<file path="src/rtl/two_port_arbiter.sv">
// two_port_arbiter
//   Round-robin arbiter for two word producers sharing one 2:1 datapath.
//   Grants one requester at a time, steers the internal 2:1 mux and
//   registers the transferred word with a valid flag for the consumer.
//   A grant is held for at most HOLD_CYCLES beats while the other side waits.
//   Optional feature macro: TWO_PORT_ARBITER_COUNT_EN adds a 16-bit
//   saturating Beat_Count output (total beats since reset).
//
//   state     | meaning
//   ----------+------------------------------------------------------
//   S_IDLE    | no grant; waiting for a request
//   S_GRANT_0 | requester 0 owns the datapath (Selector = 0)
//   S_GRANT_1 | requester 1 owns the datapath (Selector = 1)

module two_port_arbiter_mux2 #(
   parameter int WIDTH = 8
) (
   input  logic             i_sel,
   input  logic [WIDTH-1:0] i_a,
   input  logic [WIDTH-1:0] i_b,
   output logic [WIDTH-1:0] o_y
);
   // Behavioral 2:1 select, 1 picks i_b.
   assign o_y = i_sel ? i_b : i_a;
endmodule

module two_port_arbiter #(
   parameter int WORD_LENGTH = 8,
   parameter int HOLD_CYCLES = 4
) (
   input  logic                   clk,
   input  logic                   reset,
   input  logic                   Req_0,
   input  logic                   Req_1,
   input  logic [WORD_LENGTH-1:0] Data_0,
   input  logic [WORD_LENGTH-1:0] Data_1,
   output logic                   Grant_0,
   output logic                   Grant_1,
   output logic                   Selector,
   output logic [WORD_LENGTH-1:0] Data_Out,
   output logic                   Data_Valid
`ifdef TWO_PORT_ARBITER_COUNT_EN
   ,
   output logic [15:0]            Beat_Count
`endif
);

   typedef enum logic [1:0] {
      S_IDLE    = 2'd0,
      S_GRANT_0 = 2'd1,
      S_GRANT_1 = 2'd2
   } state_t;

   localparam logic [7:0] LP_HOLD      = 8'(HOLD_CYCLES);
   localparam logic [7:0] LP_HOLD_LAST = 8'(HOLD_CYCLES - 1);

   state_t                 r_state;
   state_t                 w_next_state;
   logic                   r_last;
   logic [7:0]             r_count;
   logic [WORD_LENGTH-1:0] r_data_out;
   logic                   r_data_valid;
   logic                   w_beat;
   logic                   w_grant_0;
   logic                   w_grant_1;
   logic                   w_sel;
   logic                   w_hold_reached;
   logic                   w_enter_grant;
   logic [WORD_LENGTH-1:0] w_mux_out;

   // The current beat exhausts the hold budget once the count sits at
   // HOLD-1 (this beat reaches HOLD) or is already saturated at HOLD.
   assign w_hold_reached = (r_count >= LP_HOLD_LAST);
   assign w_enter_grant  = (w_next_state != r_state) && (w_next_state != S_IDLE);

   two_port_arbiter_mux2 #(
      .WIDTH (WORD_LENGTH)
   ) u_mux (
      .i_sel (w_sel),
      .i_a   (Data_0),
      .i_b   (Data_1),
      .o_y   (w_mux_out)
   );

   // Next-state and Moore output decode.
   always_comb begin
      w_next_state = r_state;
      w_grant_0    = 1'b0;
      w_grant_1    = 1'b0;
      w_sel        = 1'b0;
      w_beat       = 1'b0;
      case (r_state)
         S_IDLE: begin
            if (Req_0 && Req_1) begin
               w_next_state = r_last ? S_GRANT_0 : S_GRANT_1;
            end else if (Req_0) begin
               w_next_state = S_GRANT_0;
            end else if (Req_1) begin
               w_next_state = S_GRANT_1;
            end
         end
         S_GRANT_0: begin
            w_grant_0 = 1'b1;
            w_beat    = Req_0;
            if (!Req_0) begin
               w_next_state = Req_1 ? S_GRANT_1 : S_IDLE;
            end else if (w_hold_reached && Req_1) begin
               w_next_state = S_GRANT_1;
            end
         end
         S_GRANT_1: begin
            w_grant_1 = 1'b1;
            w_sel     = 1'b1;
            w_beat    = Req_1;
            if (!Req_1) begin
               w_next_state = Req_0 ? S_GRANT_0 : S_IDLE;
            end else if (w_hold_reached && Req_0) begin
               w_next_state = S_GRANT_0;
            end
         end
         default: begin
            w_next_state = S_IDLE;
         end
      endcase
   end

   // State register.
   always_ff @(posedge clk) begin
      if (reset) begin
         r_state <= S_IDLE;
      end else begin
         r_state <= w_next_state;
      end
   end

   // Round-robin pointer and per-grant beat counter (saturates at HOLD).
   always_ff @(posedge clk) begin
      if (reset) begin
         r_last  <= 1'b1;
         r_count <= 8'd0;
      end else if (w_enter_grant) begin
         r_last  <= (w_next_state == S_GRANT_1);
         r_count <= 8'd0;
      end else if (w_beat && (r_count != LP_HOLD)) begin
         r_count <= r_count + 8'd1;
      end
   end

   // Output word register; valid only in the cycle after a beat.
   always_ff @(posedge clk) begin
      if (reset) begin
         r_data_out   <= '0;
         r_data_valid <= 1'b0;
      end else if (w_beat) begin
         r_data_out   <= w_mux_out;
         r_data_valid <= 1'b1;
      end else begin
         r_data_valid <= 1'b0;
      end
   end

`ifdef TWO_PORT_ARBITER_COUNT_EN
   logic [15:0] r_beat_count;

   // Lifetime beat total, sticks at all-ones.
   always_ff @(posedge clk) begin
      if (reset) begin
         r_beat_count <= 16'd0;
      end else if (w_beat && (r_beat_count != 16'hFFFF)) begin
         r_beat_count <= r_beat_count + 16'd1;
      end
   end

   assign Beat_Count = r_beat_count;
`endif

   assign Grant_0    = w_grant_0;
   assign Grant_1    = w_grant_1;
   assign Selector   = w_sel;
   assign Data_Out   = r_data_out;
   assign Data_Valid = r_data_valid;

endmodule
</file>
<file path="config.mk">
export PLATFORM = sky130hd
export DESIGN_NAME = two_port_arbiter
export DESIGN_NICKNAME = d
export VERILOG_FILES = /design/src/rtl/two_port_arbiter.sv
export SDC_FILE = /design/constraint.sdc
export NUM_CORES = 1
export LEC_CHECK = 0
export ABC_CLOCK_PERIOD_IN_PS = 2360
export CAP_MARGIN = 20
export CORE_UTILIZATION = 55
export CTS_CLUSTER_DIAMETER = 50
export CTS_CLUSTER_SIZE = 28
export DETAILED_ROUTE_END_ITERATION = 12
export DONT_BUFFER_PORTS = 1
export PLACE_DENSITY = 0.85
export SYNTH_ARGS = -nofsm -noshare
export SYNTH_HDL_FRONTEND = slang
export SYNTH_SLANG_ARGS = --single-unit
</file>
<file path="constraint.sdc">
create_clock -name clk -period 2.36 [get_ports clk]
set_input_delay 0.236 -clock clk [delete_from_list [all_inputs] [get_ports clk]]
set_output_delay 0.236 -clock clk [all_outputs]
set_load 0.02 [all_outputs]
</file>
==> results.cfg <==
[status]
outcome = complete, no violations

[floorplan]
row_count = 16
core_area_um2 = 2000
dieArea_um2 = 2360
ioPinCount = 32
start_util_pct = 59.7
dieWidth_um = 48.6
die_height_um = 48.6

[layout]
multi_input_area_um2 = 744
nFillCells = 171
final_common_cell = dfxtp_1
fin_util_pct = 66.1
areaGrowthSynthToFinish_pct = 10.7
num_antenna_cells = 0
nets = 168
drive_above_1_share_pct = 15.6
fin_cells = 168
regArea_um2 = 400
final_cell_mix = dfxtp_1 (20), nor3_1 (12), nor2_1 (10)

[setup_path]
path_buf_inv = 1
max_stage_delay_ns = 0.57
endpoint_kind = register
crit_type = reg -> reg
cp.arrival_ns = 2.44
cp_data_required_time_ns = 2.54
critPathTopFamily = simple AND/OR/NAND/NOR gates
cp_max_fo = 8
crit_chain = inv_1 > ha_1 > a21oi_1 > o211ai_1 > a221oi_2 > or4b_4 > a21oi_4 > nor3_1
slowest_stage = or4b_4
start_kind = register

[sta]
hold-worst-slack_ns = 0.0799
drv_slew = 0
relSlewSlack_pct = 67.3
fmax_mhz = 442
min_period_ns = 2.26
report.final.hold_viol_count = 0
post-route-period-util_pct = 95.8
setup_slack_ns = 0.0989
report.final.setup_viol = 0
grt_setup_unrepaired = false
setup_tns_ns = 0
skew_ns = 0.0105
worst_pin_slew_ns = 0.489

[route]
postRouteAntennaNets = 0
drt_iter0_drc = 54
dr.pass1.iters = 4
viasPerCell = 6.35
drt-total-wl_mm = 2.64
vias = 1066
wl_per_cell_um = 15.7
drc = 0

[logic_synthesis]
syn_nets = 164
syn_avg_cell_area_um2 = 8.66
ys_async_sr_fraction_pct = 0
yosys.area.top_type = dfxtp_1
ys.flop_type = dfxtp_1
ys_ff_latch = 20
synth_edf_count = 0
synth_cells = 138
synth_warnings = 0
synth_top_area_share_pct = 33.5
synthTopCellsByArea = dfxtp_1 (34%), mux2i_1 (6.7%), ha_1 (6.3%)
ys_seq_area_share_pct = 33.5
synth_cell_type_count = 37
syn-cell-area_um2 = 1190

[clock_tree]
clock-sinks = 20
clk_latency_ns = 0.30
clock_path_buffers = 2
cts_max_level = 1
root_buffer = clkbuf_4
path_clk_slew_ns = 0.10
post_cts_buffers = 0
cts-buffers-inserted = 3
cts_tree = built

[global_routing]
grt_pass1_vias = 959
grtUsageTotal_pct = 22.8
grt_max_degree = 21
antenna_found_initial = 0
grt.overflow.total = 0
grt_pass1_wl_mm = 4.26

[placement]
place_ws_ns = 0.173
hpwl_mm = 1.94
place.gp.congestion = 0.898
dp.cells = 162
port_buffers = 0

[power]
power_density_nw_per_um2 = 936
vdd_drop_max_mv = 0.758
p_int_mw = 0.778
combPwrFrac_pct = 41.5
p_clk_share_pct = 22.1
leakage_nw = 0.489
swShare_pct = 37.2
netSwitchingPower_mw = 0.460
seqPwrFrac_pct = 36.4

[job]
maxCapViolCount = 0

[min_path]
hp-class = in -> reg
repair_timing:
action                                  4_1_cts  5_1_grt
endpoints found under the setup margin        0        4
endpoints found under the hold margin        14        5
hold buffers                                  1        1
resized for setup                             0        2
cell usage after synthesis, types with 2 or more instances:
library cell  count
xor2_1            6
nand3b_1          2
xnor2_1           2
nor2b_1           2
nand4_1           7
mux2i_1           8
inv_1             5
nor2_1           10
a21oi_1           5
ha_1              6
a21o_1            3
and3_2            2
o211ai_1          2
nand3_1           3
o21ai_0           3
a211oi_1          8
clkbuf_1          8
nand2_1           6
and3_1            2
nor3_1           12
dfxtp_1          20
worst reg2reg max path, cell delays in order (launching register included):
cell and delay [ns]:
dfxtp_1 0.32, inv_1 0.20, ha_1 0.32, a21oi_1 0.07
o211ai_1 0.25, a221oi_2 0.10, or4b_4 0.57, a21oi_4 0.23
nor3_1 0.09
area by class of cell:
type | instances | share of cell area, %
Multi-Input combinational cell | 103 | 56.3
Tap cell | 27 | 2.55
Clock inverter | 1 | 2.27
Inverter | 5 | 1.42
Sequential cell | 20 | 30.3
Timing Repair Buffer | 9 | 5.49
Clock buffer | 3 | 1.70
metal layers:
metal	share of wire [%]	vias up	GRT usage, %
met2	49	45	38.4
li1	-	515	-
met5	0	-	0
met3	6.3	4	3.46
met4	0.99	0	6.86
met1	44	502	29.8
final timing paths:
path	endpoint	slack, ns	start	cells past startpoint
hold reg to reg	r_last	0.56	r_last	2
setup / recovery	r_count[3]	0.1	r_state[0]	8
setup reg to reg	r_count[3]	0.1	r_state[0]	8
hold / removal	r_last	0.08	reset	2
cell families after synthesis:
| kind of cell | synth area share (%) |
|---|---|
| AND/OR/NAND/NOR | 24.8 |
| multiplexers | 6.70 |
| XOR/XNOR | 5.86 |
| adder cells (fa/ha/maj) | 6.28 |
| buffers and inverters | 5.13 |
| flip-flops | 33.5 |
| AO/OA/AOI/OAI | 17.7 |
per-stage QoR:
stage	power, mW	instance area (um^2)
3_3_place_gp	0.937	1240
2_1_floorplan	0.855	1200
3_5_place_dp	0.954	1240
6_report	1.24	1320
4_1_cts	1.23	1300
5_1_grt	1.31	1320
sequential cells by signal, summed over array words and instances (netlist names):
register    cells
r_count         8
r_last          1
Data_Out        8
Data_Valid      1
r_state         2
power by group through the flow:
| stage | logic (mW) | clock network, mW | registers [mW] |
|---|---|---|---|
| 2_1_floorplan | 0.400 | 0 | 0.454 |
| 3_3_place_gp | 0.480 | 0 | 0.457 |
| 3_5_place_dp | 0.495 | 0 | 0.459 |
| 4_1_cts | 0.503 | 0.278 | 0.451 |
| 5_1_grt | 0.561 | 0.295 | 0.458 |
| 6_report | 0.514 | 0.273 | 0.451 |
(Power assumes the default switching activity.)
